<file path="config.mk">
export PLATFORM = sky130hd
export DESIGN_NAME = dmux8way_sched
export DESIGN_NICKNAME = d
export VERILOG_FILES = /design/src/rtl/dmux8way_pkg.sv /design/src/rtl/dmux8way.sv /design/src/rtl/dmux8way_sched.sv
export SDC_FILE = /design/constraint.sdc
export NUM_CORES = 1
export LEC_CHECK = 0
export ABC_AREA = 1
export CAP_MARGIN = 20
export CORE_UTILIZATION = 45
export CTS_CLUSTER_DIAMETER = 150
export DETAILED_ROUTE_END_ITERATION = 10
export GPL_TIMING_DRIVEN = 0
export PLACE_DENSITY_LB_ADDON = 0.08
export RECOVER_POWER = 25
export SKIP_CTS_REPAIR_TIMING = 1
export SYNTH_ARGS = -nofsm -noshare
export SYNTH_HDL_FRONTEND = slang
export SYNTH_SLANG_ARGS = --single-unit
export TNS_END_PERCENT = 20
</file>
<file path="constraint.sdc">
create_clock -name clk -period 2.9 [get_ports clk]
set_input_delay 0.58 -clock clk [delete_from_list [all_inputs] [get_ports clk]]
set_output_delay 0.58 -clock clk [all_outputs]
set_load 0.05 [all_outputs]
</file>
<file path="src/rtl/dmux8way_pkg.sv">
// Shared types and the round-robin channel picker for the dmux8way dispatcher.
package dmux8way_pkg;

    typedef enum logic {
        ST_IDLE = 1'b0,
        ST_BUSY = 1'b1
    } state_t;

    localparam int N_CH  = 8;
    localparam int SEL_W = 3;

    // First enabled channel after p, wrapping; p itself is considered last.
    function automatic logic [SEL_W-1:0] rr_next(input logic [N_CH-1:0]  mask,
                                                 input logic [SEL_W-1:0] p);
        logic [SEL_W-1:0] res;
        logic [SEL_W-1:0] idx;
        logic             found;
        res   = p;
        found = 1'b0;
        for (int k = 1; k <= N_CH; k++) begin
            idx = p + SEL_W'(k);
            if (!found && mask[idx]) begin
                res   = idx;
                found = 1'b1;
            end
        end
        return res;
    endfunction

endpackage

</file>
<file path="src/rtl/dmux8way.sv">
// 1-to-8 demultiplexer: routes entrada onto the output selected by sel.
module dmux8way (
    input  logic       entrada,
    input  logic [2:0] sel,
    output logic       a,
    output logic       b,
    output logic       c,
    output logic       d,
    output logic       e,
    output logic       f,
    output logic       g,
    output logic       h
);

    assign a = entrada & (sel == 3'd0);
    assign b = entrada & (sel == 3'd1);
    assign c = entrada & (sel == 3'd2);
    assign d = entrada & (sel == 3'd3);
    assign e = entrada & (sel == 3'd4);
    assign f = entrada & (sel == 3'd5);
    assign g = entrada & (sel == 3'd6);
    assign h = entrada & (sel == 3'd7);

endmodule

</file>
<file path="src/rtl/dmux8way_sched.sv">
// Round-robin dispatcher: buffers one source word and drives dmux8way to hand it
// to the next enabled sink channel, holding it until that sink accepts.
//
//   state   | meaning
//   --------+--------------------------------------------------------------
//   ST_IDLE | no word held; entrada=0, in_ready follows en_mask
//   ST_BUSY | word held in out_data on channel sel; entrada=1
module dmux8way_sched
    import dmux8way_pkg::*;
#(
    parameter int DATA_W = 8,
    parameter int CNT_W  = 16
) (
    input  logic              clk,
    input  logic              rst_n,
    input  logic              in_valid,
    output logic              in_ready,
    input  logic [DATA_W-1:0] in_data,
    input  logic [N_CH-1:0]   en_mask,
    output logic [SEL_W-1:0]  sel,
    output logic              entrada,
    output logic [N_CH-1:0]   out_valid,
    output logic [DATA_W-1:0] out_data,
    input  logic [N_CH-1:0]   out_ready,
    output logic [CNT_W-1:0]  disp_cnt
);

    state_t              state_q, state_d;
    logic [SEL_W-1:0]    ptr_q, ptr_d;
    logic [SEL_W-1:0]    sel_q, sel_d;
    logic [DATA_W-1:0]   data_q, data_d;
    logic [CNT_W-1:0]    cnt_q, cnt_d;
    logic                fire;
    logic                capture;

    always_ff @(posedge clk or negedge rst_n) begin
        if (!rst_n) begin
            state_q <= ST_IDLE;
            ptr_q   <= 3'd7;
            sel_q   <= '0;
            data_q  <= '0;
            cnt_q   <= '0;
        end else begin
            state_q <= state_d;
            ptr_q   <= ptr_d;
            sel_q   <= sel_d;
            data_q  <= data_d;
            cnt_q   <= cnt_d;
        end
    end

    assign fire     = (state_q == ST_BUSY) && out_ready[sel_q];
    assign in_ready = (en_mask != '0) && ((state_q == ST_IDLE) || fire);
    assign capture  = in_valid && in_ready;

    always_comb begin
        state_d = state_q;
        ptr_d   = ptr_q;
        sel_d   = sel_q;
        data_d  = data_q;
        cnt_d   = cnt_q;
        if (fire) begin
            ptr_d   = sel_q;
            cnt_d   = cnt_q + CNT_W'(1);
            state_d = ST_IDLE;
        end
        // While busy a capture only happens alongside fire, so sel_q is the new ptr.
        if (capture) begin
            data_d  = in_data;
            sel_d   = rr_next(en_mask, (state_q == ST_BUSY) ? sel_q : ptr_q);
            state_d = ST_BUSY;
        end
    end

    assign entrada  = (state_q == ST_BUSY);
    assign sel      = sel_q;
    assign out_data = data_q;
    assign disp_cnt = cnt_q;

    dmux8way u_dmux (
        .entrada (entrada),
        .sel     (sel_q),
        .a       (out_valid[0]),
        .b       (out_valid[1]),
        .c       (out_valid[2]),
        .d       (out_valid[3]),
        .e       (out_valid[4]),
        .f       (out_valid[5]),
        .g       (out_valid[6]),
        .h       (out_valid[7])
    );

endmodule
</file>
### After elaboration in Yosys (flattened, before gate mapping)

Cells that the tools add are included.

| storage, ports and cells | value |
|---|---|
| register bits after elaboration | 31 |
| bits of input ports | 27 |
| output and inout bits | 37 |
| logic and storage cells | 102 |

| cells by class | value |
|---|---|
| add/subtract/negate cells | 8 |
| order comparisons | 9 |
| equality and inequality tests | 7 |
| muxes and demuxes | 43 |
| bitwise logic cells | 9 |
| reduce and logical (&&, ||, !) cells | 21 |

Operators with widths:

| cell | count |
|---|---|
| $lt A3 B4 Y1 const B | 9 |
| $bmux W1 S3 | 9 |
| $mux W3 | 9 |
| $mux W1 | 25 |
| $add A16 B1 Y16 const B | 1 |
| $add A3 B3 Y3 const B | 4 |
| $eq A3 B3 Y1 const B | 4 |
| $logic_and A1 B1 Y1 | 10 |
| $and A1 B1 Y1 | 8 |
| $reduce_bool A8 Y1 | 1 |
| $logic_not A1 Y1 | 7 |
| $add A3 B2 Y3 const B | 2 |
| $eq A3 B2 Y1 const B | 2 |
| $add A3 B1 Y3 const B | 1 |
| $eq A3 B1 Y1 const B | 1 |
| $logic_not A3 Y1 | 1 |
| $reduce_bool A2 Y1 | 1 |
| $logic_or A1 B1 Y1 | 1 |
| $not A1 Y1 | 1 |

### Logic depth before layout (Yosys ltp)

| logic depth | value |
|---|---|
| depth in word-level cells | 34 |
| gate-level depth with buffers | 22 |
| mapped depth without buffers | 21 |

### Cells and area by module

A second synthesis with hierarchy kept.

| second synthesis, totals | value |
|---|---|
| cell total of the unflattened synthesis | 326 |
| area total of the unflattened synthesis | 2386.0 µm² |

By module, submodules not included:

| module | instances | cells each | area an instance (µm²) | sequential area each (µm²) |
|---|---|---|---|---|
| dmux8way_sched | 1 | 309 | 2322.2 | 779.5 |
| dmux8way | 1 | 17 | 63.8 | 0.0 |

### Least setup slack after synthesis

Ideal clock, no wire load.

| timing path | value |
|---|---|
| path type | register to register |
| start point | reg state_q (netlist: entrada) |
| end point | reg sel_q[1] (netlist: sel[1]) |
| library setup time | 118 ps |
| data arrival time | 2545 ps |
| required time | 2782 ps |
| setup slack | 236 ps |
| cell stages (with the launch flop) | 19 |
| path buffers | 2 |
| clock period less this slack | 2664 ps |
| cells stage by stage | dfrtp_1 -> buf_6 -> inv_8 -> nand2_1 -> nand2_1 -> ha_1 -> clkbuf_1 -> nand3_1 -> nand3_1 -> nand2_1 -> nand3_4 -> nor2_8 -> nand3_2 -> o21ai_1 -> inv_1 -> nand2_1 -> nand2_1 -> nand2_1 -> nand2_1 |

| between the ends | value |
|---|---|
| longest elaborated chain between the ends | 33 |
| elaborated cells on any way between the ends | 65 |
| those cells by class | add/sub (7); mux (39); bitwise (1); reduce/logical (18) |

RTL lines:

| what | RTL line | RTL |
|---|---|---|
| start: declaration | dmux8way_sched.sv:28 | `state_t state_q, state_d;` |
| start signal: assignment | dmux8way_sched.sv:44 | `state_q <= state_d;` |
| $mux W3 | dmux8way_sched.sv:70 | `sel_d = rr_next(en_mask, (state_q == ST_BUSY) ? sel_q : ptr_q);` |
| $add A3 B1 Y3 | dmux8way_pkg.sv:21 | `idx = p + SEL_W'(k);` |
| $bmux W1 S3 | dmux8way_pkg.sv:22 | `if (!found && mask[idx]) begin` |
| $mux W1 (not written as such) | dmux8way_pkg.sv:22 |  |
| $mux W1 | dmux8way_pkg.sv:22 |  |
| $mux W1 | dmux8way_sched.sv:68 | `if (capture) begin` |
| $logic_not A1 Y1 | dmux8way_pkg.sv:22 |  |
| $logic_and A1 B1 Y1 | dmux8way_pkg.sv:22 |  |
| (+17 left out) | n/a |  |
| $mux W1 | dmux8way_sched.sv:68 |  |
| $logic_not A1 Y1 | dmux8way_pkg.sv:22 |  |
| $logic_and A1 B1 Y1 | dmux8way_pkg.sv:22 |  |
| $mux W1 | dmux8way_pkg.sv:22 |  |
| $mux W1 | dmux8way_sched.sv:68 |  |
| $logic_not A1 Y1 | dmux8way_pkg.sv:22 |  |
| $logic_and A1 B1 Y1 | dmux8way_pkg.sv:22 |  |
| $mux W3 | dmux8way_pkg.sv:22 |  |
| end signal: assignment | dmux8way_sched.sv:46 | `sel_q <= sel_d;` |
| end: declaration | dmux8way_sched.sv:30 | `logic [SEL_W-1:0] sel_q, sel_d;` |

Several ways; a longest one is shown, not always the timed one. The select of a mux whose other input is x is not followed.
A chain may end at the register's enable or synchronous reset.

### Worst setup path after layout

| timing path | value |
|---|---|
| start point | reg sel_q[0] (netlist: sel[0]) |
| end point | reg sel_q[1] (netlist: sel[1]) |

| between the ends | value |
|---|---|
| longest elaborated chain between the ends | 33 |
| elaborated cells on any way between the ends | 66 |
| those cells by class | add/sub (7); mux (41); reduce/logical (18) |

RTL lines:

| what | RTL line |
|---|---|
| $mux W3 | dmux8way_sched.sv:70 |
| $add A3 B1 Y3 | dmux8way_pkg.sv:21 |
| $bmux W1 S3 | dmux8way_pkg.sv:22 |
| $mux W1 (not written as such) | dmux8way_pkg.sv:22 |
| $mux W1 | dmux8way_pkg.sv:22 |
| $mux W1 | dmux8way_sched.sv:68 |
| $logic_not A1 Y1 | dmux8way_pkg.sv:22 |
| $logic_and A1 B1 Y1 | dmux8way_pkg.sv:22 |
| (+17 left out) | n/a |
| $mux W1 | dmux8way_sched.sv:68 |
| $logic_not A1 Y1 | dmux8way_pkg.sv:22 |
| $logic_and A1 B1 Y1 | dmux8way_pkg.sv:22 |
| $mux W1 | dmux8way_pkg.sv:22 |
| $mux W1 | dmux8way_sched.sv:68 |
| $logic_not A1 Y1 | dmux8way_pkg.sv:22 |
| $logic_and A1 B1 Y1 | dmux8way_pkg.sv:22 |
| $mux W3 | dmux8way_pkg.sv:22 |

Several ways; a longest one is shown, not always the timed one. The select of a mux whose other input is x is not followed.

==> metrics.md <==
| Metric | Value |
|---|---|
| Status | `completed` |
| Syn Area/Cell | `7.14 um2` |
| Vias per inst | `4.99` |
| Simple-Gate Fraction of Synth Area | `46.4%` |
| HP Class | `flip-flop to flip-flop` |
| Largest family of logic cells by synthesized area | `simple AND/OR/NAND/NOR gates` |
| Syn Inst Count | `344` |
| Final setup violation count | `0` |
| Die area | `5760 um2` |
| Total track usage | `22.5%` |
| Total grt overflow | `0` |
| # IOs | `64` |
| CTS H-tree depth | `2` |
| First-pass GRT wire length | `9680 um` |
| Synth Register Bits | `31` |
| Setup_tns | `0 ps` |
| Slew Viols, Final | `0` |
| Port Buffers | `63` |
| Hold Vio Cnt, Final | `0` |
| Initial DRC count | `257` |
| # clock sinks | `31` |
| DR WL/cell | `12.2 um` |
| Initial core utilization | `47.5%` |
| # fillers | `462` |
| Area Growth Syn to Fin | `32.8%` |
| Die span in x | `75.9 um` |
| CTS max path bufs | `2` |
| DRC viols | `0` |
| RSZ-0062 raised after global routing | `yes` |
| Worst-Skew Late Latency | `270 ps` |
| Clock Skews | `5.40 ps` |
| WP data required | `3060 ps` |
| Max-cap violations | `0` |
| Maximum fanout along the worst path | `10` |
| Drt total wl | `5930 um` |
| Most common cell after layout, fill and taps aside | `nand2_1` |
| CTS tree | `yes` |
| Reg clk slew, reported paths | `70 ps` |
| Min cycle time layout | `2820 ps` |
| Compound-Gate Fraction of Synth Area | `4.64%` |
| Layout cell share with drive strength beyond 1 | `15.6%` |
| # rows | `26` |
| Crit Path Category | `flip-flop to flip-flop` |
| Root buffer cell | `clkbuf_8` |
| Synth warnings | `0` |
| Slew @ Worst Pin | `1010 ps` |
| Tcrit/Tclk final | `97.2%` |
| Area contributors post-synth | `dfrtp_1 (29%), nand2_1 (17%), nand3_1 (9.6%)` |
| Synth Area in Adders | `1.53%` |
| Maximum number of pins on one net before global-route repair | `20` |
| Number of global-route vias before repair | `2070` |
| Startpoint types | `flip-flop` |
| Synth area leader | `dfrtp_1` |
| Cell variety after synth | `39` |
| Max Fclk | `355 MHz` |
| Worst Path Arrival | `2980 ps` |
| Synth top area share | `28.5%` |
| Post-synthesis xor/xnor area fraction | `5.35%` |
| Mapped Area | `2460 um2` |
| Final antenna-violating net count | `0` |
| Mapped Nets | `374` |
| Via count | `2425` |
| Most frequent cells in the layout | `nand2_1 (109), clkdlybuf4s50_1 (61), nand3_1 (47), inv_1 (34), dfrtp_1 (28)` |
| Drt pass-1 iters | `5` |
| CTS buffer count | `5` |
| Critical Path End Type | `flip-flop` |
| Core Area | `5170 um2` |
| Initial antenna violation count | `0` |
| HPWL after detailed placement | `4730 um` |
| RePlAce Congestion | `0.880` |
| Relative slew slack | `33.0%` |
| Die H | `75.9 um` |
| Ant diodes | `0` |
| NumNets Final | `445` |
| Post-synthesis mux area share | `0%` |
| Sequential fraction of the synthesis area | `31.7%` |
worst max-delay path, stage by stage (launching register included):
cell and delay (ps):
dfrtp_1 370, buf_4 170, inv_1 190, nand2_1 130, nand2_1 160, ha_1 260
clkbuf_1 230, nand3_1 150, nand3_1 110, nand2_2 160, nand3_4 120, nor2_8 130
nand4_2 140, o21ai_1 110, inv_1 50, nand2_1 60, nand2_1 50, nand2_1 60
nand2_1 50
synthesized netlist by cell type:
library cell / instances
nand4_2: 1
inv_2: 5
dfstp_2: 3
nand2_8: 2
o211ai_1: 1
o31ai_1: 1
buf_2: 2
nand2_4: 8
clkbuf_1: 1
a21oi_1: 1
buf_4: 9
o21ai_4: 1
nand4_1: 7
inv_1: 34
xnor2_1: 5
buf_1: 1
buf_6: 1
a22oi_1: 2
nor4_2: 1
ha_1: 3
nor2_1: 18
nand3_1: 47
nand3_2: 3
nor2_4: 1
nand2_1: 109
o21ai_1: 5
nand3_4: 1
xor2_1: 10
nor2_2: 3
o21ai_0: 6
nor4_1: 1
dfrtp_1: 28
nand2_2: 15
nor2_8: 1
and2_1: 1
inv_8: 1
o21bai_1: 1
nor3_2: 1
nor3_1: 3
cell families (layout without fill, tap and decap cells):
group / Yosys count / in the layout
xor gates and xnor gates: 15 / 15
AOI/OAI and AO/OA: 18 / 18
DFF: 31 / 31
and+or+nand+nor: 223 / 223
adders and majority gates: 3 / 3
buffers and inverters: 54 / 126
final timing paths:
path | start | end | slack (ps) | depth (start not counted)
min | disp_cnt[15] | disp_cnt[15] | 470 | 1
max | sel[0] | sel[1] | 80 | 18
max reg2reg | sel[0] | sel[1] | 80 | 18
max in group asynchronous | rst_n | disp_cnt[5] | 880 | 2
min reg2reg | disp_cnt[15] | disp_cnt[15] | 470 | 1
min in group asynchronous | rst_n | out_data[1] | 720 | 1
per-layer routing:
| metal | share of wire, % | track usage (%) |
|---|---|---|
| met5 | 0 | 0 |
| met2 | 46 | 35.4 |
| met3 | 6.7 | 5.16 |
| met4 | 0.52 | 4.94 |
| met1 | 47 | 31.4 |
metrics by stage:
step	hold WS (ps)	area [um2]	util [%]	std cells	setup WS (ps)
final	473	3260	63.1	486	82.2
after global routing	493	3260	63.1	486	-215
after CTS	478	3280	63.5	486	-285
after detailed placement	465	3200	61.9	478	-266
after global placement	464	3170	61.4	477	-320
after floorplan	284	2460	-	344	236
area by class of cell:
type                       count  area, um2  share of cell area, %
multi-input combinational    259       1420                   43.6
sequential                    31        779                   23.9
timing repair buffer          64        637                   19.5
inverter                      40        158                   4.83
buffer                        14       96.3                   2.95
tap                           70       87.6                   2.69
clock buffer                   7       76.3                   2.34
clock inverter                 1       5.00                  0.153
registers in the layout, indices dropped and copies added (netlist names):
| register | count |
|---|---|
| sel | 3 |
| out_data | 8 |
| disp_cnt | 16 |
| entrada | 1 |
| ptr_q | 3 |
Power is not shown: default switching activity piles up to over one toggle a cycle in this logic, so the estimate is an artifact.
==> RTL edit: new RTL, config.mk and constraints unchanged <==
`data_q` no longer has a reset.
--- a/src/rtl/dmux8way_sched.sv
+++ b/src/rtl/dmux8way_sched.sv
@@ -38,15 +38,17 @@
             state_q <= ST_IDLE;
             ptr_q   <= 3'd7;
             sel_q   <= '0;
-            data_q  <= '0;
             cnt_q   <= '0;
         end else begin
             state_q <= state_d;
             ptr_q   <= ptr_d;
             sel_q   <= sel_d;
-            data_q  <= data_d;
             cnt_q   <= cnt_d;
         end
+    end
+
+    always_ff @(posedge clk) begin
+        data_q <= data_d;
     end
 
     assign fire     = (state_q == ST_BUSY) && out_ready[sel_q];
Function: changed (Yosys sat finds a counterexample within 4 cycles, from zero or initial values and one cycle with rst_n low).
==> RTL edit against the unedited design <==
Worst setup slack improved by 0.14 ns; area after synthesis fell by 3.4%; hold slack improved by 0.017 ns; wire length fell by 6.3%; final area fell by 1.6%; critical path depth fell by 11; sequential cell count did not move; first-iteration DRC count fell by 62%; critical path type is now input pin to output port.
Power is left out: the tool's default activity adds up to more than one toggle a clock period on the data nets, which glitch-free logic cannot reach.
==> RTL edit: results (changes against the unedited design) <==
* Min-delay src: disp_cnt[4]
* CP peak stage delay at 0.47 ns (+0.10 ns)
* Asr flop ratio synth at 74.2% (-26 points)
* Crit-path slowest cell: dlymetal6s2s_1
* GR Util met3 at 4.28% (-0.87 points)
* Gate Count Post-Synth at 314 (-8.7%)
* Reg2reg end: sel[2]
* Worst Hold Slack at 0.490 ns (+0.0171 ns)
* R2R Setup Slk at 0.26 ns (+0.18 ns)
* Iteration-0 DRC Markers at 98 (-62%)
* Vias at 2238 (-7.7%)
* TritonRoute pass-1 iters at 4 (-1)
* Placed insts at 447 (-6.5%)
* Footprint of the multi-input gates at 1330 um2 (-6.2%)
* CP delay by family, top: buffers and inverters
* Critical-path maximum fanout at 3 (-7)
* Nets at 414 (-7.0%)
* Area added between synthesis and finish at 35.3%
* Vias in the first global route at 2077 (+0.34%)
* Bufs w/o clock at 75 (-3.8%)
* Run status: finished, final reports clean
* Synthesized Nets at 344 (-8.0%)
* Placed Area at 3100 um2 (-3.3%)
* Wire length per cell at 12.2 um (+0.11%)
* Post-synthesis sequential area ratio at 34.5% (+2.8 points)
* Worst skew pair latency at 0.29 ns (+0.02 ns)
* Placer Congestion at 0.884 (+0.51%)
* Largest net degree at the start of global routing at 24 (+20%)
* Met1 Track Usage GR at 28.6% (-2.8 points)
* Buffer share of cell area at 22.5% (+0.047 points)
* Met2 global-route usage at 35.6% (+0.24 points)
* Rel. slew slack at 27.6% (-5.3 points)
## RTL edit: kinds of logic (layout without fill, tap and decap cells)
logic type / after synthesis / after routing / synth area share, %
AOI/OAI and AO/OA: 19 / 19 / 4.96
xor gates and xnor gates: 15 / 15 / 5.53
adders and majority gates: 3 / 3 / 1.58
and+or+nand+nor: 194 / 194 / 42.8
buffers and inverters: 52 / 123 / 10.6
DFF: 31 / 31 / 34.5
## RTL edit: how the worst max path moves through the flow
stage	cells past startpoint	to	slack, ns	from
2_1_floorplan	19	sel[1]	-0.01	sel[1]
3_3_place_gp	7	in_ready	-0.17	out_ready[7]
3_5_place_dp	18	sel[2]	-0.20	ptr_q[0]
4_1_cts	18	sel[2]	-0.23	ptr_q[0]
5_1_grt	17	sel[1]	-0.03	ptr_q[0]
6_report	7	in_ready	0.22	out_ready[7]
## RTL edit: metal layers
layer / wire length [um] / share of wire (%)
met4: 106 / 1.9
met1: 2630 / 47
met5: 0 / 0
met3: 335 / 6.0
met2: 2490 / 45
